==> src/rtl/fu_complete_arbiter_pkg.sv <==
// Shared types for the FU completion arbiter.
//   fu_complete_packet_t / FU_COMPLETE_PACKET : result packet from one function unit
//   CDB_PACKET                                : the CDB_W broadcast slots seen by ROB/RS/map table
//   NUM_FU_DEF / CDB_W_DEF                    : default unit count and CDB slot count
package fu_complete_arbiter_pkg;

  localparam int NUM_FU_DEF = 4;
  localparam int CDB_W_DEF  = 2;

  typedef struct packed {
    logic        valid;
    logic [4:0]  rob_idx;
    logic [5:0]  dest_prn;
    logic [31:0] dest_value;
    logic        take_branch;
  } fu_complete_packet_t;

  typedef fu_complete_packet_t FU_COMPLETE_PACKET;

  typedef fu_complete_packet_t [CDB_W_DEF-1:0] CDB_PACKET;

endpackage

==> src/rtl/rr_multi_grant.sv <==
// Rotating-priority multi-grant encoder (pure combinational).
// Scans req starting at ptr, wrapping modulo NUM_FU, and grants the first
// CDB_W requesters.
//   req      : per-FU request
//   ptr      : scan start index
//   grant    : per-FU grant vector
//   slot_idx : FU index placed in each slot (slot 0 = first in scan order)
//   slot_vld : slot carries a grant
//   last_idx : last granted index (only meaningful when count != 0)
//   count    : number of grants
module rr_multi_grant #(
  parameter int NUM_FU = 4,
  parameter int CDB_W  = 2,
  localparam int PTR_W = $clog2(NUM_FU),
  localparam int CNT_W = $clog2(CDB_W + 1)
) (
  input  logic [NUM_FU-1:0]            req,
  input  logic [PTR_W-1:0]             ptr,
  output logic [NUM_FU-1:0]            grant,
  output logic [CDB_W-1:0][PTR_W-1:0]  slot_idx,
  output logic [CDB_W-1:0]             slot_vld,
  output logic [PTR_W-1:0]             last_idx,
  output logic [CNT_W-1:0]             count
);

  always_comb begin
    int idx;
    int n;
    idx      = 0;
    n        = 0;
    grant    = '0;
    slot_idx = '0;
    slot_vld = '0;
    last_idx = ptr;
    count    = '0;
    for (int k = 0; k < NUM_FU; k++) begin
      // Rotated index without a modulo operator so non-power-of-2 NUM_FU works.
      idx = int'(ptr) + k;
      if (idx >= NUM_FU) idx = idx - NUM_FU;
      if (req[PTR_W'(idx)] && (n < CDB_W)) begin
        grant[PTR_W'(idx)] = 1'b1;
        // Slot index is compared against constants so every select is static.
        for (int s = 0; s < CDB_W; s++) begin
          if (n == s) begin
            slot_idx[s] = PTR_W'(idx);
            slot_vld[s] = 1'b1;
          end
        end
        last_idx = PTR_W'(idx);
        n        = n + 1;
      end
    end
    count = CNT_W'(n);
  end

endmodule

==> src/rtl/fu_complete_arbiter.sv <==
// Arbitrates function-unit completion requests onto CDB_W broadcast slots.
// Losing units see complete_stall in the same cycle and hold their packet;
// winners appear on the registered CDB one cycle later. The round-robin
// pointer moves past the last winner, so every unit is served in bounded time.
//   clock, reset     : clock, synchronous active-high reset
//   squash           : flush; suppresses grants and stalls this cycle
//   want_to_complete : per-FU request
//   fu_packet_in     : per-FU result packet
//   complete_stall   : per-FU stall (combinational)
//   cdb_packet_out   : registered CDB slots
//   cdb_valid        : per-slot valid
//   grant_count      : registered number of valid slots
module fu_complete_arbiter
  import fu_complete_arbiter_pkg::*;
#(
  parameter int NUM_FU = NUM_FU_DEF,
  parameter int CDB_W  = CDB_W_DEF,
  localparam int PTR_W = $clog2(NUM_FU),
  localparam int CNT_W = $clog2(CDB_W + 1)
) (
  input  logic                                clock,
  input  logic                                reset,
  input  logic                                squash,
  input  logic [NUM_FU-1:0]                   want_to_complete,
  input  fu_complete_packet_t [NUM_FU-1:0]    fu_packet_in,
  output logic [NUM_FU-1:0]                   complete_stall,
  output fu_complete_packet_t [CDB_W-1:0]     cdb_packet_out,
  output logic [CDB_W-1:0]                    cdb_valid,
  output logic [CNT_W-1:0]                    grant_count
);

  logic [PTR_W-1:0]             rr_ptr;
  logic                         block;
  logic [NUM_FU-1:0]            req;
  logic [NUM_FU-1:0]            grant;
  logic [CDB_W-1:0][PTR_W-1:0]  slot_idx;
  logic [CDB_W-1:0]             slot_vld;
  logic [PTR_W-1:0]             last_idx;
  logic [CNT_W-1:0]             count;
  fu_complete_packet_t [CDB_W-1:0] slot_pkt;

  // Reset and squash both mean "nobody completes": the FUs are being flushed,
  // so they must not be told to hold either.
  assign block = reset | squash;
  assign req   = block ? '0 : want_to_complete;

  rr_multi_grant #(
    .NUM_FU (NUM_FU),
    .CDB_W  (CDB_W)
  ) u_grant (
    .req      (req),
    .ptr      (rr_ptr),
    .grant    (grant),
    .slot_idx (slot_idx),
    .slot_vld (slot_vld),
    .last_idx (last_idx),
    .count    (count)
  );

  assign complete_stall = block ? '0 : (want_to_complete & ~grant);

  // Packet is copied verbatim except its valid bit tracks the slot valid.
  always_comb begin
    slot_pkt = '0;
    for (int s = 0; s < CDB_W; s++) begin
      if (slot_vld[s]) begin
        slot_pkt[s]       = fu_packet_in[slot_idx[s]];
        slot_pkt[s].valid = 1'b1;
      end
    end
  end

  always_ff @(posedge clock) begin
    if (reset) begin
      rr_ptr         <= '0;
      cdb_valid      <= '0;
      cdb_packet_out <= '0;
      grant_count    <= '0;
    end else begin
      cdb_valid      <= slot_vld;
      cdb_packet_out <= slot_pkt;
      grant_count    <= count;
      if (count != '0)
        rr_ptr <= (last_idx == PTR_W'(NUM_FU - 1)) ? '0 : last_idx + 1'b1;
    end
  end

endmodule

==> config.mk <==
export PLATFORM = sky130hd
export DESIGN_NAME = fu_complete_arbiter
export DESIGN_NICKNAME = d
export VERILOG_FILES = /design/src/rtl/fu_complete_arbiter_pkg.sv /design/src/rtl/rr_multi_grant.sv /design/src/rtl/fu_complete_arbiter.sv
export SDC_FILE = /design/constraint.sdc
export NUM_CORES = 1
export LEC_CHECK = 0
export ABC_CLOCK_PERIOD_IN_PS = 8840
export CORE_MARGIN = 2
export CORE_UTILIZATION = 45
export DETAILED_ROUTE_END_ITERATION = 8
export DONT_BUFFER_PORTS = 1
export GPL_ROUTABILITY_DRIVEN = 0
export MAX_ROUTING_LAYER = met4
export PLACE_DENSITY_LB_ADDON = 0.1
export SKIP_CTS_REPAIR_TIMING = 1
export SLEW_MARGIN = 20
export SYNTH_ARGS = -nofsm -noshare
export SYNTH_HDL_FRONTEND = slang
export SYNTH_HIERARCHICAL = 1
export SYNTH_SLANG_ARGS = --single-unit
==> constraint.sdc <==
create_clock -name clock -period 8.84 [get_ports clock]
set_input_delay 1.768 -clock clock [delete_from_list [all_inputs] [get_ports clock]]
set_output_delay 1.768 -clock clock [all_outputs]
set_load 0.03 [all_outputs]
-- After elaboration in Yosys (flattened, before gate mapping)
Cells that the tools add are included.
- flip-flop bits (word level): 96
- input port bits: 187
- output and inout bits: 98
- word-level logic and storage cells: 131
- add/sub/neg operators: 11
- magnitude comparators: 17
- equal/unequal tests: 4
- mux-type cells: 65
- bitwise gates (word level): 8
- reduce and logical (&&, ||, !) cells: 13
- operators with widths (kind ; number):
    45-bit binary-select mux with 2-bit select ; 2
    32-bit zero test ; 3
    45-bit 2-to-1 mux ; 2
    44-bit 2-to-1 mux ; 2
    32-bit by 2-bit equality test with 1-bit output (second input constant) ; 2
    32-bit by 3-bit < comparator with 1-bit output (second input constant) ; 2
    32-bit 2-to-1 mux ; 2
    2-bit 2-to-1 mux ; 20
    4-bit 2-to-1 mux ; 9
    32-bit by 2-bit adder with 32-bit output (second input constant) ; 1
    1-bit 2-to-1 mux ; 20
    2-bit by 4-bit < comparator with 1-bit output (second input constant) ; 4
    4-bit OR ; 3
    3-bit greater-or-equal comparator (second input constant) ; 3
    1-bit binary-select mux with 2-bit select ; 4
    1-bit demux with 2-bit select ; 4
    2-bit by 1-bit greater-or-equal comparator with 1-bit output (second input constant) ; 4
    2-bit by 1-bit subtractor with 2-bit output (second input constant) ; 4
    1-bit logical AND ; 7
    2-bit by 2-bit adder with 3-bit output (second input constant) ; 2
    2-bit by 3-bit < comparator with 1-bit output (second input constant) ; 2
    4-bit bitwise AND ; 1
    4-bit NOT ; 1
    2-bit OR reduction ; 2
    11 further kinds ; 12

-- Logic depth before layout (Yosys ltp)
- word-level depth: 18
- gate-level depth with buffers: 21
- gate-level depth less buffers: 18

-- Modules after synthesis
Netlist, hierarchy kept.
- modules (own cells, without submodules) (module ; times used ; cells an instance ; area an instance (um2) ; sequential area each (um2)):
    fu_complete_arbiter ; 1 ; 423 ; 5305.1 ; 1881.8
    rr_multi_grant ; 1 ; 133 ; 962.2 ; 0.0

-- Worst setup path before layout
No wires, ideal clock.
- path type: input to output
- from: input port squash
- to: output port complete_stall[0]
- arrival time: 5.101 ns
- required time: 7.072 ns
- path slack: 1.971 ns
- cell stages on the path: 16
- buffers on the path: 1
- cells stage by stage: nor2_1 and2_1 clkbuf_1 mux2_2 mux2i_1 inv_1 ha_1 inv_1 and2_4 inv_2 fa_1 and2_1 a221oi_1 a21oi_1 a221o_1 nor2b_1
- cells in the longest elaborated chain, start to end: 18
- elaborated cells between the ends (all ways): 35
- those cells by class: add/sub: 2; order compare: 3; mux: 21; bitwise: 6; reduce/logical: 3
- RTL lines (item ; RTL line ; RTL):
    start: declaration ; fu_complete_arbiter.sv:23 ; input logic squash,
    1-bit OR (*) ; fu_complete_arbiter.sv:44 ; assign block = reset | squash;
    4-bit 2-to-1 mux (*) ; fu_complete_arbiter.sv:45 ; assign req = block ? '0 : want_to_complete;
    via req[3] ; fu_complete_arbiter.sv:34 ; logic [NUM_FU-1:0] req;
    1-bit binary-select mux with 2-bit select ; rr_multi_grant.sv:40 ; if (req[PTR_W'(idx)] && (n < CDB_W)) begin
    1-bit 2-to-1 mux (not written as such) (2 in series) ; rr_multi_grant.sv:40 ;
    1-bit 2-to-1 mux ; rr_multi_grant.sv:40 ;
    1-bit by 2-bit < comparator with 1-bit output ; rr_multi_grant.sv:40 ;
    1-bit logical AND ; rr_multi_grant.sv:40 ;
    [... 3 more ...] ; -- ;
    32-bit 2-to-1 mux ; rr_multi_grant.sv:40 ;
    32-bit by 3-bit < comparator with 1-bit output ; rr_multi_grant.sv:40 ;
    1-bit logical AND ; rr_multi_grant.sv:40 ;
    4-bit 2-to-1 mux (*) ; rr_multi_grant.sv:40 ;
    via grant[0] ; fu_complete_arbiter.sv:35 ; logic [NUM_FU-1:0] grant;
    4-bit NOT (*) ; fu_complete_arbiter.sv:60 ; assign complete_stall = block ? '0 : (want_to_complete & ~grant);
    4-bit bitwise AND (*) ; fu_complete_arbiter.sv:60 ;
    4-bit 2-to-1 mux (*) ; fu_complete_arbiter.sv:60 ;
    end: declaration ; fu_complete_arbiter.sv:26 ; output logic [NUM_FU-1:0] complete_stall,
Mark *: on every way through the listed nets, which the timed path passes. The rest lies on a longest branch. The select of a mux whose other input is x is not followed.

-- Final worst setup path
- from: input port squash
- to: output port complete_stall[1]
The elaborated chain is that of the path after synthesis.

==> impl_metrics.py <==
metrics = {
    "clocking": {
        "cts_buffers": 9,
        "cts_sinks": 94,
        "cts_tree": "yes",
        "path_clk_slew_ns": 0.06,
        "htreeDepth": 3,
        "insertion_delay_ns": 0.35,
        "cts_max_path_buffers": 2,
        "root_buffer": "clkbuf_16",
    },
    "timing": {
        "fmax_mhz": 135,
        "tightest_slew_ns": 1.04,
        "relSlewSlack_pct": 30.7,
        "finalCritPeriodShare_pct": 83.7,
        "finClkSkew_ns": 0.00917,
        "fin_crit_ns": 7.40,
        "maxSlewViolCount": 0,
        "fin_ws_ns": 1.44,
        "rsz0062_at_grt": "no",
        "finalSetupViolCount": 0,
        "hold_violations": 0,
        "tns_ns": 0,
    },
    "synthesis": {
        "yosys.cell_count.top_type": "mux2i_1",
        "syn_nets": 759,
        "synth_area_leaders": "dfxtp_1 (30%), mux2i_1 (29%), o22ai_2 (16%), ha_1 (3.0%), buf_6 (1.8%)",
        "ys_seq_elements": 94,
        "ys.warnings.count": 6,
        "synth-main-ff-cell": "dfxtp_1",
        "ys_async_sr_fraction_pct": 0,
        "synth.top_cells.by_count": "mux2i_1 (184), dfxtp_1 (94), o22ai_2 (81)",
        "synth_edf_count": 0,
        "synth_top_cell_by_area": "dfxtp_1",
        "ys_seq_area_share_pct": 30.0,
        "synth_top_area_share_pct": 30.0,
        "synth.cell_area_mm2": 0.00627,
        "yosys.cell_types.count": 53,
        "syn_inst": 556,
        "synth.avg_cell_area_um2": 11.3,
    },
    "worst_setup_path": {
        "crit_path_end_kind": "primary output",
        "cp_slowest_cell": "fa_1",
        "crit_type": "primary input to primary output",
        "crit_path_max_incr_delay_ns": 0.50,
        "critPathLaunchType": "primary input",
        "required_ns": 7.07,
        "crit_chain": "nor2_1, and2_1, mux2_2, mux2i_1, inv_1, ha_1, inv_1, and2_4, inv_2, fa_1, and2_1, a221oi_1, a21oi_1, a221o_1, nor2b_1",
        "arrival_ns": 5.63,
        "worst-path-max-fanout": 11,
        "r2r.worst_path.cells": 16,
    },
    "finish": {
        "syn2layout_area_growth_pct": 1.64,
        "finish.instance_area_mm2": 0.00637,
        "n_antenna_cell": 0,
        "filler_cell_count": 1292,
        "fin_nets": 727,
        "drive_gt1_share_pct": 22.9,
        "final_core_util_pct": 46.4,
    },
    "floorplanning": {
        "die_y_um": 122,
        "die-width_um": 122,
        "num_io_pins": 285,
        "start_util_pct": 45.7,
        "rows": 43,
        "dieArea_mm2": 0.0149,
        "coreArea_mm2": 0.0137,
    },
    "power_and_ir_drop": {
        "peakVddDrop_v": 0.000141,
        "powerDensity_mw_per_mm2": 314,
        "p_leak_nw": 2.11,
        "p_total_mw": 2.00,
    },
    "worst_hold_path": {
        "hold-path-cell-count": 3,
        "hold_path_class": "flip-flop to flip-flop",
    },
    "placement": {
        "dpl_cell_area_mm2": 0.00609,
        "post-dp-hpwl_mm": 12.1,
        "port_buffers": 0,
        "place_ws_ns": 1.46,
    },
    "routing": {
        "drt_iter0_markers": 168,
        "drc": 0,
        "wl_per_cell_um": 24.4,
        "via_count": 4462,
        "drt_wl_total_mm": 17.3,
        "ant_nets": 0,
        "drt_pass1_iterations": 4,
        "vias_per_cell": 6.29,
    },
    "global_route": {
        "grt_max_degree": 59,
        "grt-ovfl-total": 0,
        "grt_first_pass_wirelength_mm": 24.7,
        "antenna_found_initial": 0,
        "grt_use_total_pct": 22.3,
        "grt_pass1_vias": 4513,
    },
    "job": {
        "drv_cap": 0,
    },
    "run_status": {
        "status": "finished clean",
    },
}
-- sequential cells by signal, summed over array words and instances (netlist names) --
signal,cells
grant_count,2
cdb_packet_out,89
rr_ptr,2
cdb_valid,1
-- metal layers --
layer / vias to the layer above / part of all wire [%] / routed length [um] / global-route usage (%)
li1: 2036 / - / - / -
met5: - / 0 / 0 / -
met1: 2180 / 38 / 6570 / 23.3
met4: 0 / 1.9 / 335 / 7.33
met3: 27 / 10 / 1740 / 7.49
met2: 219 / 50 / 8670 / 39.5
-- final cells by class --
| class | instances | area [um^2] | share of cell area (%) |
|---|---|---|---|
| clock buffer | 12 | 246 | 3.87 |
| clock inverter | 4 | 30.0 | 0.471 |
| inverter | 10 | 37.5 | 0.589 |
| multi-input combinational | 402 | 3900 | 61.2 |
| sequential | 94 | 1880 | 29.5 |
| tap | 180 | 225 | 3.54 |
| timing repair buffer | 7 | 52.6 | 0.825 |
-- worst paths after layout --
check / from / slack [ns] / end
max: squash / 1.44 / complete_stall[1]
min: rr_ptr[0]$_SDFFE_PP0P_ / 0.70 / rr_ptr[0]$_SDFFE_PP0P_
max reg2reg: rr_ptr[1]$_SDFFE_PP0P_ / 2.44 / cdb_packet_out[87]$_SDFF_PP0_
min reg2reg: rr_ptr[0]$_SDFFE_PP0P_ / 0.70 / rr_ptr[0]$_SDFFE_PP0P_
-- worst max-delay path, delay by kind of cell --
family,cells,cell delay [ns]
buf+inv,3,0.42
fa+ha+maj,2,0.79
mux,2,0.76
simple gates,5,1.26
compound gates,3,0.62
-- power by group --
group	switching, mW	total [mW]	internal [mW]
registers	0.255	0.781	0.525
clock network	0.173	0.374	0.201
logic	0.475	0.844	0.369
total	0.903	2.00	1.09
-- placed cells by master, fill, tap and decap left out, types with 4 or more instances in the layout --
cell         n
nor2b_1      6
a21oi_1      8
ha_1        15
mux2i_1    182
nor2_1      12
nor3_1       4
nand3_1      9
o22ai_1      9
o21ai_0     10
buf_4        7
dfxtp_1     94
nand2_1     12
o22ai_2     81
and2_1       5
clkbuf_16    9
inv_1        9
xnor2_1      4
-- through the flow --
stage,hold slack [ns],cells
after floorplan,0.504,556
after global placement,0.681,693
after detailed placement,0.698,693
after CTS,0.708,709
after global routing,0.747,709
final,0.699,709
-- logic make-up (layout without fill, tap and decap cells) --
| kind of cell | count (synthesis) | after routing | share of synthesized area, % |
|---|---|---|---|
| AO/OA/AOI/OAI | 131 | 131 | 21.8 |
| buffers and inverters | 60 | 33 | 8.21 |
| AND/OR/NAND/NOR | 61 | 61 | 5.47 |
| XOR/XNOR | 5 | 5 | 0.699 |
| multiplexers | 189 | 189 | 30.5 |
| adder cells (fa/ha/maj) | 16 | 16 | 3.31 |
| flip-flops | 94 | 94 | 30.0 |
No activity file was read; power rests on OpenSTA's default activity.
